### config.mk
export PLATFORM = sky130hd
export DESIGN_NAME = alu_issue_stage
export DESIGN_NICKNAME = d
export VERILOG_FILES = /design/src/rtl/rv_isa_pkg.sv /design/src/rtl/rv_imm_gen.sv /design/src/rtl/alu_issue_stage.sv
export SDC_FILE = /design/constraint.sdc
export NUM_CORES = 1
export LEC_CHECK = 0
export BUFFER_PORTS_ARGS = -buffer_cell sky130_fd_sc_hd__clkbuf_2
export CAP_MARGIN = 25
export CORE_MARGIN = 10
export CORE_UTILIZATION = 55
export DETAILED_ROUTE_END_ITERATION = 10
export PLACE_DENSITY = 0.92
export REMOVE_ABC_BUFFERS = 1
export SLEW_MARGIN = 10
export SYNTH_ARGS = -nofsm -noshare
export SYNTH_HDL_FRONTEND = slang
export SYNTH_HIERARCHICAL = 1
export SYNTH_SLANG_ARGS = --single-unit
export TNS_END_PERCENT = 20
### constraint.sdc
create_clock -name clk -period 2.97 [get_ports clk]
set_input_delay 0.4455 -clock clk [delete_from_list [all_inputs] [get_ports clk]]
set_output_delay 0.4455 -clock clk [all_outputs]
set_load 0.03 [all_outputs]
### src/rtl/rv_isa_pkg.sv
// Shared RV32I ISA definitions for the ID->EX issue slice.
//   - ALU_*  : 4-bit ALU op codes, formed as {funct3, alt}
//   - OPC_*  : 7-bit major opcodes of the supported RV32I subset
//   - imm_type_e : which immediate format an instruction carries
//   - id_ex_t    : contents of the ID/EX pipeline register
package rv_isa_pkg;

  localparam logic [3:0] ALU_ADD  = 4'b0000;
  localparam logic [3:0] ALU_SUB  = 4'b0001;
  localparam logic [3:0] ALU_SLL  = 4'b0010;
  localparam logic [3:0] ALU_SLT  = 4'b0100;
  localparam logic [3:0] ALU_SLTU = 4'b0110;
  localparam logic [3:0] ALU_XOR  = 4'b1000;
  localparam logic [3:0] ALU_SRL  = 4'b1010;
  localparam logic [3:0] ALU_SRA  = 4'b1011;
  localparam logic [3:0] ALU_OR   = 4'b1100;
  localparam logic [3:0] ALU_AND  = 4'b1110;

  localparam logic [6:0] OPC_OP     = 7'b0110011;
  localparam logic [6:0] OPC_OP_IMM = 7'b0010011;
  localparam logic [6:0] OPC_LUI    = 7'b0110111;
  localparam logic [6:0] OPC_AUIPC  = 7'b0010111;
  localparam logic [6:0] OPC_LOAD   = 7'b0000011;
  localparam logic [6:0] OPC_STORE  = 7'b0100011;
  localparam logic [6:0] OPC_JAL    = 7'b1101111;
  localparam logic [6:0] OPC_JALR   = 7'b1100111;
  localparam logic [6:0] OPC_BRANCH = 7'b1100011;

  typedef enum logic [2:0] {
    IMM_I,
    IMM_S,
    IMM_B,
    IMM_U,
    IMM_J
  } imm_type_e;

  typedef struct packed {
    logic        valid;
    logic [3:0]  alu_control;
    logic [31:0] op_a;
    logic [31:0] op_b;
    logic [31:0] rs2_data;
    logic [31:0] imm;
    logic [31:0] pc;
    logic [4:0]  rd;
    logic        reg_write;
    logic        mem_read;
    logic        mem_write;
    logic        branch;
    logic        jump;
    logic [2:0]  funct3;
    logic        illegal;
  } id_ex_t;

endpackage

### src/rtl/rv_imm_gen.sv
// Combinational RV32I immediate generator.
//   i_instr  : instruction word
//   o_imm_i/s/b/u/j : sign-extended I/S/B/U/J immediates (B and J are byte offsets)
module rv_imm_gen (
  input  logic [31:0] i_instr,
  output logic [31:0] o_imm_i,
  output logic [31:0] o_imm_s,
  output logic [31:0] o_imm_b,
  output logic [31:0] o_imm_u,
  output logic [31:0] o_imm_j
);

  assign o_imm_i = {{20{i_instr[31]}}, i_instr[31:20]};
  assign o_imm_s = {{20{i_instr[31]}}, i_instr[31:25], i_instr[11:7]};
  assign o_imm_b = {{19{i_instr[31]}}, i_instr[31], i_instr[7], i_instr[30:25],
                    i_instr[11:8], 1'b0};
  assign o_imm_u = {i_instr[31:12], 12'b0};
  assign o_imm_j = {{11{i_instr[31]}}, i_instr[31], i_instr[19:12], i_instr[20],
                    i_instr[30:21], 1'b0};

endmodule

### src/rtl/alu_issue_stage.sv
// ID->EX boundary of the RV32I pipeline: decodes the ID instruction into an
// ALU op code and operands, then registers the result into ID/EX.
//   clk, rst            : clock, synchronous active-high reset
//   id_valid/instr/pc   : instruction in ID and its PC
//   id_rs1/rs2_data     : forwarded register operands
//   stall, flush        : hold the register / insert a bubble (flush wins)
//   ex_*                : registered ID/EX contents consumed by EX
module alu_issue_stage
  import rv_isa_pkg::*;
#(
  parameter int unsigned          XLEN     = 32,
  parameter logic [XLEN-1:0]      RESET_PC = '0
) (
  input  logic            clk,
  input  logic            rst,
  input  logic            id_valid,
  input  logic [31:0]     id_instr,
  input  logic [XLEN-1:0] id_pc,
  input  logic [XLEN-1:0] id_rs1_data,
  input  logic [XLEN-1:0] id_rs2_data,
  input  logic            stall,
  input  logic            flush,
  output logic            ex_valid,
  output logic [3:0]      ex_alu_control,
  output logic [XLEN-1:0] ex_op_a,
  output logic [XLEN-1:0] ex_op_b,
  output logic [XLEN-1:0] ex_rs2_data,
  output logic [XLEN-1:0] ex_imm,
  output logic [XLEN-1:0] ex_pc,
  output logic [4:0]      ex_rd,
  output logic            ex_reg_write,
  output logic            ex_mem_read,
  output logic            ex_mem_write,
  output logic            ex_branch,
  output logic            ex_jump,
  output logic [2:0]      ex_funct3,
  output logic            ex_illegal
);

  logic [6:0]  w_opcode;
  logic [2:0]  w_funct3;
  logic [6:0]  w_funct7;
  logic [4:0]  w_rd;
  logic [4:0]  w_shamt;
  logic [31:0] w_imm_i, w_imm_s, w_imm_b, w_imm_u, w_imm_j;

  logic [3:0]  w_alu;
  logic [31:0] w_op_a, w_op_b, w_imm;
  imm_type_e   w_imm_type;
  logic        w_illegal, w_wb, w_mr, w_mw, w_br, w_jp;
  id_ex_t      w_dec;
  id_ex_t      r_ex;

  assign w_opcode = id_instr[6:0];
  assign w_rd     = id_instr[11:7];
  assign w_funct3 = id_instr[14:12];
  assign w_shamt  = id_instr[24:20];
  assign w_funct7 = id_instr[31:25];

  rv_imm_gen u_imm_gen (
    .i_instr (id_instr),
    .o_imm_i (w_imm_i),
    .o_imm_s (w_imm_s),
    .o_imm_b (w_imm_b),
    .o_imm_u (w_imm_u),
    .o_imm_j (w_imm_j)
  );

  always_comb begin
    w_alu      = ALU_ADD;
    w_op_a     = id_rs1_data;
    w_op_b     = id_rs2_data;
    w_imm_type = IMM_I;
    w_illegal  = 1'b0;
    w_wb       = 1'b0;
    w_mr       = 1'b0;
    w_mw       = 1'b0;
    w_br       = 1'b0;
    w_jp       = 1'b0;
    case (w_opcode)
      OPC_OP: begin
        w_wb = 1'b1;
        if (w_funct7 == 7'b0000000) begin
          w_alu = {w_funct3, 1'b0};
        end else if (w_funct7 == 7'b0100000 &&
                     (w_funct3 == 3'b000 || w_funct3 == 3'b101)) begin
          w_alu = {w_funct3, 1'b1};
        end else begin
          w_illegal = 1'b1;
        end
      end
      OPC_OP_IMM: begin
        w_wb   = 1'b1;
        w_op_b = w_imm_i;
        case (w_funct3)
          3'b001: begin
            w_op_b    = {27'b0, w_shamt};
            w_alu     = ALU_SLL;
            w_illegal = (w_funct7 != 7'b0000000);
          end
          3'b101: begin
            w_op_b = {27'b0, w_shamt};
            if (w_funct7 == 7'b0000000)      w_alu = ALU_SRL;
            else if (w_funct7 == 7'b0100000) w_alu = ALU_SRA;
            else                             w_illegal = 1'b1;
          end
          // instr[30] is part of the immediate here, so ADDI never becomes SUB
          default: w_alu = {w_funct3, 1'b0};
        endcase
      end
      OPC_LUI: begin
        w_wb       = 1'b1;
        w_op_a     = '0;
        w_op_b     = w_imm_u;
        w_imm_type = IMM_U;
      end
      OPC_AUIPC: begin
        w_wb       = 1'b1;
        w_op_a     = id_pc;
        w_op_b     = w_imm_u;
        w_imm_type = IMM_U;
      end
      OPC_LOAD: begin
        w_wb   = 1'b1;
        w_mr   = 1'b1;
        w_op_b = w_imm_i;
      end
      OPC_STORE: begin
        w_mw       = 1'b1;
        w_op_b     = w_imm_s;
        w_imm_type = IMM_S;
      end
      OPC_JAL: begin
        w_wb       = 1'b1;
        w_jp       = 1'b1;
        w_op_a     = id_pc;
        w_op_b     = 32'd4;
        w_imm_type = IMM_J;
      end
      OPC_JALR: begin
        w_wb   = 1'b1;
        w_jp   = 1'b1;
        w_op_a = id_pc;
        w_op_b = 32'd4;
      end
      OPC_BRANCH: begin
        w_br       = 1'b1;
        w_imm_type = IMM_B;
        if (!w_funct3[2])    w_alu = ALU_SUB;
        else if (w_funct3[1]) w_alu = ALU_SLTU;
        else                 w_alu = ALU_SLT;
      end
      default: w_illegal = 1'b1;
    endcase
    if (w_illegal) begin
      w_alu = ALU_ADD;
      w_wb  = 1'b0;
      w_mr  = 1'b0;
      w_mw  = 1'b0;
      w_br  = 1'b0;
      w_jp  = 1'b0;
    end
  end

  always_comb begin
    case (w_imm_type)
      IMM_I:   w_imm = w_imm_i;
      IMM_S:   w_imm = w_imm_s;
      IMM_B:   w_imm = w_imm_b;
      IMM_U:   w_imm = w_imm_u;
      IMM_J:   w_imm = w_imm_j;
      default: w_imm = w_imm_i;
    endcase
  end

  // Control flags are qualified by id_valid so a non-instruction never
  // produces side effects downstream.
  always_comb begin
    w_dec             = '0;
    w_dec.valid       = id_valid;
    w_dec.alu_control = w_alu;
    w_dec.op_a        = w_op_a;
    w_dec.op_b        = w_op_b;
    w_dec.rs2_data    = id_rs2_data;
    w_dec.imm         = w_imm;
    w_dec.pc          = id_pc;
    w_dec.rd          = w_rd;
    w_dec.reg_write   = id_valid & w_wb & (w_rd != 5'd0);
    w_dec.mem_read    = id_valid & w_mr;
    w_dec.mem_write   = id_valid & w_mw;
    w_dec.branch      = id_valid & w_br;
    w_dec.jump        = id_valid & w_jp;
    w_dec.funct3      = w_funct3;
    w_dec.illegal     = id_valid & w_illegal;
  end

  // rst > flush > stall > load; a flush keeps the datapath fields as they were.
  always_ff @(posedge clk) begin
    if (rst) begin
      r_ex    <= '0;
      r_ex.pc <= RESET_PC;
    end else if (flush) begin
      r_ex.valid     <= 1'b0;
      r_ex.reg_write <= 1'b0;
      r_ex.mem_read  <= 1'b0;
      r_ex.mem_write <= 1'b0;
      r_ex.branch    <= 1'b0;
      r_ex.jump      <= 1'b0;
      r_ex.illegal   <= 1'b0;
    end else if (!stall) begin
      r_ex <= w_dec;
    end
  end

  assign ex_valid       = r_ex.valid;
  assign ex_alu_control = r_ex.alu_control;
  assign ex_op_a        = r_ex.op_a;
  assign ex_op_b        = r_ex.op_b;
  assign ex_rs2_data    = r_ex.rs2_data;
  assign ex_imm         = r_ex.imm;
  assign ex_pc          = r_ex.pc;
  assign ex_rd          = r_ex.rd;
  assign ex_reg_write   = r_ex.reg_write;
  assign ex_mem_read    = r_ex.mem_read;
  assign ex_mem_write   = r_ex.mem_write;
  assign ex_branch      = r_ex.branch;
  assign ex_jump        = r_ex.jump;
  assign ex_funct3      = r_ex.funct3;
  assign ex_illegal     = r_ex.illegal;

endmodule

==> results.py, run 1 <==
metrics = {
    "timing": {
        "fmax_mhz": 466,
        "hold-worst-slack_ps": 239,
        "clock-skew-final_ps": 0,
        "post-route-min-period_ps": 2150,
        "hold_violations": 0,
        "slew_viol_final": 0,
        "finalCritPeriodShare_pct": 72.3,
        "rsz0062_at_grt": "false",
        "finalSetupTns_ps": 0,
        "slew_headroom_pct": 46.7,
        "tightest_slew_ps": 800,
        "worst_slack_ps": 823,
        "setup_violations": 0,
    },
    "critical_path": {
        "worst-path-buf-inv": 2,
        "path_cells": "clkbuf_2 -> nand4b_1 -> nor2_1 -> a21oi_4 -> buf_12 -> a221oi_1 -> a211oi_1",
        "path_class": "input pin to register",
        "worstPathRequired_ps": 3250,
        "slowest_stage": "nor2_1",
        "cp.arrival_ps": 2430,
        "cp-start-kind": "input pin",
        "startpoint": "id_instr[4]",
        "crit_family": "simple AND/OR/NAND/NOR gates",
        "r2r_start": "ex_op_b[20]",
        "critPathMaxFanout": 20,
        "slowest_delay_ps": 460,
        "rrSetupSlack_ps": 2240,
        "crit_path_end_kind": "register",
    },
    "synth": {
        "syn_inst": 1181,
        "synth_seq_area_share_pct": 38.3,
        "syn_avg_cell_area_um2": 7.92,
        "synth_warnings": 6,
        "synthTopCellsByCount": "179 x dfxtp_1, 169 x nand2_1, 162 x buf_4",
        "synth_edf_count": 0,
        "synth_top_area_share_pct": 38.3,
        "yosysUniqueCellTypes": 50,
        "synth_top_cell_by_area": "dfxtp_1",
        "ys.flop_type": "dfxtp_1",
        "syn-cell-area_um2": 9360,
        "synth_area_leaders": "dfxtp_1 38%, buf_4 13%, nand2_1 6.8%, a221oi_1 5.9%, nor2_1 5.5%",
        "yosysMostFrequentCell": "dfxtp_1",
        "ys_seq_elements": 179,
        "synthArstFlopShare_pct": 0,
    },
    "place": {
        "pre_cts_slack_ps": 422,
        "gp_congestion": 0.899,
        "dpl.cell_count": 1489,
        "placed_cell_area_um2": 9990,
        "dpl.hpwl_mm": 20.8,
        "port_buffers": 311,
    },
    "layout": {
        "drive_above_1_share_pct": 29.2,
        "final_cell_area_um2": 10600,
        "post-route-util_pct": 63.7,
        "area_growth_pct": 13.3,
        "fillers": 1351,
        "ff_latch_area_um2": 3580,
        "multi_input_area_um2": 4280,
        "nNetsFinal": 1421,
        "final-instance-count-excl-fill": 1522,
    },
    "die": {
        "start_util_pct": 56.2,
        "ios": 312,
        "die_area_um2": 22600,
        "rows": 47,
        "die_h_um": 150,
        "die_x_um": 150,
        "coreArea_um2": 16600,
    },
    "clocking": {
        "clock-root-buffer": "clkbuf_16",
        "cts_hold_buf": 0,
        "clk_latency_ps": 430,
        "post_cts_resize_count": 0,
        "clockBufferDepth": 2,
        "htreeDepth": 4,
        "tritoncts": "done",
        "cts_setup_buffers": 0,
        "clk_pin_slew_ps": 70,
        "numCtsBuffers": 17,
        "cts_sinks": 179,
    },
    "power": {
        "p_leak_nw": 4.52,
        "total_power_mw": 5.98,
        "pwr_density_cell_nw_per_um2": 564,
        "peakVddDrop_mv": 0.385,
    },
    "grt": {
        "grt_pass1_wl_mm": 45.2,
        "grt_overflow_total": 0,
        "grt_start_max_net_pins": 171,
        "antenna_found_initial": 1,
        "grt_usage_pct": 24.5,
        "first_global_vias": 8272,
    },
    "hold_path": {
        "worstHoldPathType": "input pin to register",
        "hold_start": "id_rs2_data[4]",
    },
    "job": {
        "maxCapViolCount": 0,
    },
    "routing": {
        "drc": 0,
        "drt-total-wl_mm": 29.4,
        "viasPerCell": 5.86,
        "vias": 8926,
        "drtIter0Drc": 915,
        "dr.pass1.iters": 5,
        "postRouteAntennaNets": 0,
        "wl_per_cell_um": 19.3,
    },
    "run_status": {
        "status": "finished, final reports clean",
    },
}
cells in the final DEF (no fill, tap or decap), types with 2 or more instances in the layout:
cell	Yosys	final
a211oi_1	29	28
a21oi_1	88	86
a221o_1	2	2
a221oi_1	63	63
a22o_1	27	27
a22oi_1	32	32
a311oi_1	3	3
a32oi_1	3	3
and2_2	0	2
buf_12	0	9
buf_4	162	15
bufinv_16	0	3
clkbuf_16	0	17
clkbuf_2	1	309
clkinv_2	0	2
clkinv_4	0	2
clkinvlp_4	0	2
conb_1	1	14
dfxtp_1	179	179
inv_1	3	3
inv_6	0	2
inv_8	0	2
mux2i_1	8	8
nand2_1	169	169
nand2b_1	3	2
nand3b_1	31	31
nand4b_1	2	2
nor2_1	136	134
nor2_2	1	2
nor2b_1	4	3
nor3_1	62	62
nor4b_1	2	2
o211ai_1	7	7
o21a_1	3	3
o21ai_0	8	8
o22ai_1	3	2
o31ai_1	29	29
or3_1	4	4
or4_1	2	2
area by class of cell:
cell class / count / share of cell area (%)
timing repair buffer: 333 / 17.3
tap: 220 / 2.60
clock buffer: 19 / 4.18
sequential: 179 / 33.8
clock inverter: 13 / 1.63
inverter: 3 / 0.106
multi-input combinational: 754 / 40.3
antenna: 1 / 0.0236
sequential cells by signal (all words and copies together), names as in the netlist, 3 cells and up:
signal / count
ex_op_a: 32
ex_pc: 32
ex_rd: 5
ex_imm: 32
ex_op_b: 32
ex_funct3: 3
ex_alu_control: 4
ex_rs2_data: 32
kinds of logic (layout without fill, tap and decap cells):
group	after synthesis	in the layout	share of synthesized area (%)
AO/OA/AOI/OAI	304	304	23.2
XOR/XNOR	1	1	0.0936
buffers and inverters	261	368	17.2
flip-flops	179	179	38.3
multiplexers	8	8	0.856
other	1	15	0.0401
AND/OR/NAND/NOR	427	427	20.4
routing by layer:
layer	wire length, um	up-vias	part of all wire, %	global-route usage (%)
met5	0	-	0	0
met4	626	0	2.1	7.82
met3	3280	52	11	7.53
met2	14200	476	48	40.0
met1	11300	4153	38	30.3
li1	-	4245	-	-
final timing paths:
path         cells past startpoint         endpoint
max                              7      ex_op_b[25]
min                              3   ex_rs2_data[4]
max reg2reg                      2      ex_op_b[20]
min reg2reg                      2  ex_rs2_data[20]
worst reg2reg max path, stage by stage, from the launching register on:
cell,delay [ps]
dfxtp_1,380
nor2_1,70
a211oi_1,200
report_power, final:
part / total [mW] / internal [mW] / switching, mW
registers: 2.59 / 2.53 / 0.0678
clock network: 2.37 / 1.36 / 1.00
logic: 1.02 / 0.322 / 0.694
total: 5.98 / 4.21 / 1.76
(Power assumes the default switching activity.)
==> run 2, diff against run 1 <==
--- a/config.mk
+++ b/config.mk
@@ -8,9 +8,9 @@
 export BUFFER_PORTS_ARGS = -buffer_cell sky130_fd_sc_hd__clkbuf_2
 export CAP_MARGIN = 25
 export CORE_MARGIN = 10
-export CORE_UTILIZATION = 55
+export CORE_UTILIZATION = 46
 export DETAILED_ROUTE_END_ITERATION = 10
-export PLACE_DENSITY = 0.92
+export PLACE_DENSITY = 0.83
 export REMOVE_ABC_BUFFERS = 1
 export SLEW_MARGIN = 10
 export SYNTH_ARGS = -nofsm -noshare
==> constraint.sdc (replaced) <==
create_clock -name clk -period 1.9 [get_ports clk]
set_input_delay 0.285 -clock clk [delete_from_list [all_inputs] [get_ports clk]]
set_output_delay 0.285 -clock clk [all_outputs]
set_load 0.03 [all_outputs]
==> run 2 against run 1 <==
Highest routed layer unchanged. Largest power group unchanged. Sequential power rose by 56%. Routed wire length increased by 3.4%. First-iteration DRC count grew 1.9%.
==> results.py, run 2 (synthesized netlist as in run 1, its figures left out) <==
metrics = {
    "layout": {
        "final_common_cell": "clkbuf_2",
        "area_growth_pct": 18.1,
        "nNetsFinal": 1463,
        "drive_above_1_share_pct": 31.3,
        "post-route-util_pct": 55.0,
        "diodes": 0,
        "layout.cells.most_common_list": "309 x clkbuf_2, 179 x dfxtp_1, 169 x nand2_1",
        "fillers": 1830,
        "final-instance-count-excl-fill": 1613,
    },
    "grt": {
        "grt_pass1_wl_mm": 46.6,
        "first_global_vias": 8683,
        "grt_overflow_total": 0,
        "antenna_found_initial": 0,
        "grt_start_max_net_pins": 97,
        "grt_usage_pct": 21.6,
    },
    "routing": {
        "drtIter0Drc": 932,
        "viasPerCell": 5.64,
        "dr.pass1.iters": 5,
        "drc": 0,
        "postRouteAntennaNets": 0,
        "wl_per_cell_um": 18.9,
        "drt-total-wl_mm": 30.5,
        "vias": 9091,
    },
    "critical_path": {
        "worst-path-buf-inv": 1,
        "path_cells": "clkbuf_2 -> and2_2 -> a21oi_4 -> a221oi_1 -> nor3_1",
        "slowest_delay_ps": 820,
        "rr_worst_depth": 2,
        "crit_family": "compound AO/OA/AOI/OAI gates",
        "r2r-end": "ex_op_b[24]",
        "cp-start-kind": "input pin",
        "worstPathRequired_ps": 2220,
        "crit_path_end_kind": "register",
        "r2r_start": "ex_op_b[24]",
        "startpoint": "id_instr[2]",
        "cp.arrival_ps": 2090,
        "path_class": "input pin to register",
        "critPathMaxFanout": 33,
        "rrSetupSlack_ps": 1150,
        "slowest_stage": "a21oi_4",
    },
    "die": {
        "rows": 52,
        "ios": 312,
        "die_x_um": 163,
        "die_h_um": 163,
        "die_area_um2": 26500,
        "coreArea_um2": 20100,
        "start_util_pct": 46.6,
    },
    "hold_path": {
        "hold_depth": 3,
        "min_to": "ex_rs2_data[29]",
        "worstHoldPathType": "input pin to register",
        "hold_start": "id_rs2_data[29]",
    },
    "clocking": {
        "cts_setup_buffers": 0,
        "clock-root-buffer": "clkbuf_16",
        "clk_latency_ps": 420,
        "clk_pin_slew_ps": 70,
        "post_cts_resize_count": 0,
        "cts_hold_buf": 0,
        "tritoncts": "done",
        "numCtsBuffers": 17,
        "htreeDepth": 4,
        "clockBufferDepth": 2,
        "cts_sinks": 179,
    },
    "timing": {
        "hold_violations": 0,
        "slew_headroom_pct": 29.5,
        "slew_viol_final": 0,
        "setup_violations": 0,
        "rsz0062_at_grt": "false",
        "fmax_mhz": 566,
        "tightest_slew_ps": 1050,
        "finalCritPeriodShare_pct": 92.9,
        "hold-worst-slack_ps": 88.9,
        "post-route-min-period_ps": 1770,
        "clock-skew-final_ps": 0,
    },
    "power": {
        "pwr_density_cell_nw_per_um2": 822,
        "peakVddDrop_mv": 0.566,
        "total_power_mw": 9.08,
        "p_leak_nw": 4.72,
    },
    "run_status": {
        "status": "finished, final reports clean",
    },
    "place": {
        "dpl.cell_count": 1581,
        "gp_congestion": 0.916,
        "dpl.hpwl_mm": 21.9,
        "port_buffers": 311,
    },
    "job": {
        "maxCapViolCount": 0,
    },
}
[run 2: how the worst max path moves through the flow]
stage                         to  slack [ps]  depth (start not counted)
detailed placement   ex_op_a[24]        -230                          5
global route        ex_reg_write          40                          9
global placement    ex_reg_write        -260                          9
finish               ex_op_a[24]         130                          5
floorplan             ex_imm[30]       -4540                          4
CTS                  ex_op_a[24]         230                          5
[run 2: routing by layer]
metal	vias to the layer above	wire [um]	GRT usage [%]	part of all wire (%)
met5	-	0	0	0
met2	451	14500	35.7	48
li1	4320	-	-	-
met1	4272	12400	25.9	41
met4	0	782	8.16	2.6
met3	48	2780	6.70	9.1
[run 2: stage by stage]
step                worst slack (ps)  setup TNS (ps)  instance area [um2]
floorplan                      -4540         -624230                 7810
global placement                -256           -3260                10500
detailed placement              -233           -7140                10500
CTS                              227               0                11100
global route                    44.0               0                11100
finish                           134               0                11100
[run 2: worst register-to-register path, stage by stage, from the launching register on]
cell and delay (ps):
dfxtp_1 350, nor2_1 60, a211oi_1 250
[run 2: area by class of cell]
cell class                 instances  area [um2]  share of cell area, %
tap                              270         338                   3.06
clock buffer                      18         429                   3.88
clock inverter                    14         126                   1.14
multi-input combinational        754        4280                   38.8
inverter                           3        11.3                  0.102
timing repair buffer             375        2280                   20.6
sequential                       179        3580                   32.4
[run 2: power by group]
part | leakage [nW] | internal, mW | total [mW] | switching [mW]
Combinational | 3.00 | 0.563 | 1.66 | 1.10
Sequential | 1.47 | 3.95 | 4.05 | 0.105
Clock | 0.254 | 1.72 | 3.37 | 1.65
Total | 4.72 | 6.23 | 9.08 | 2.85
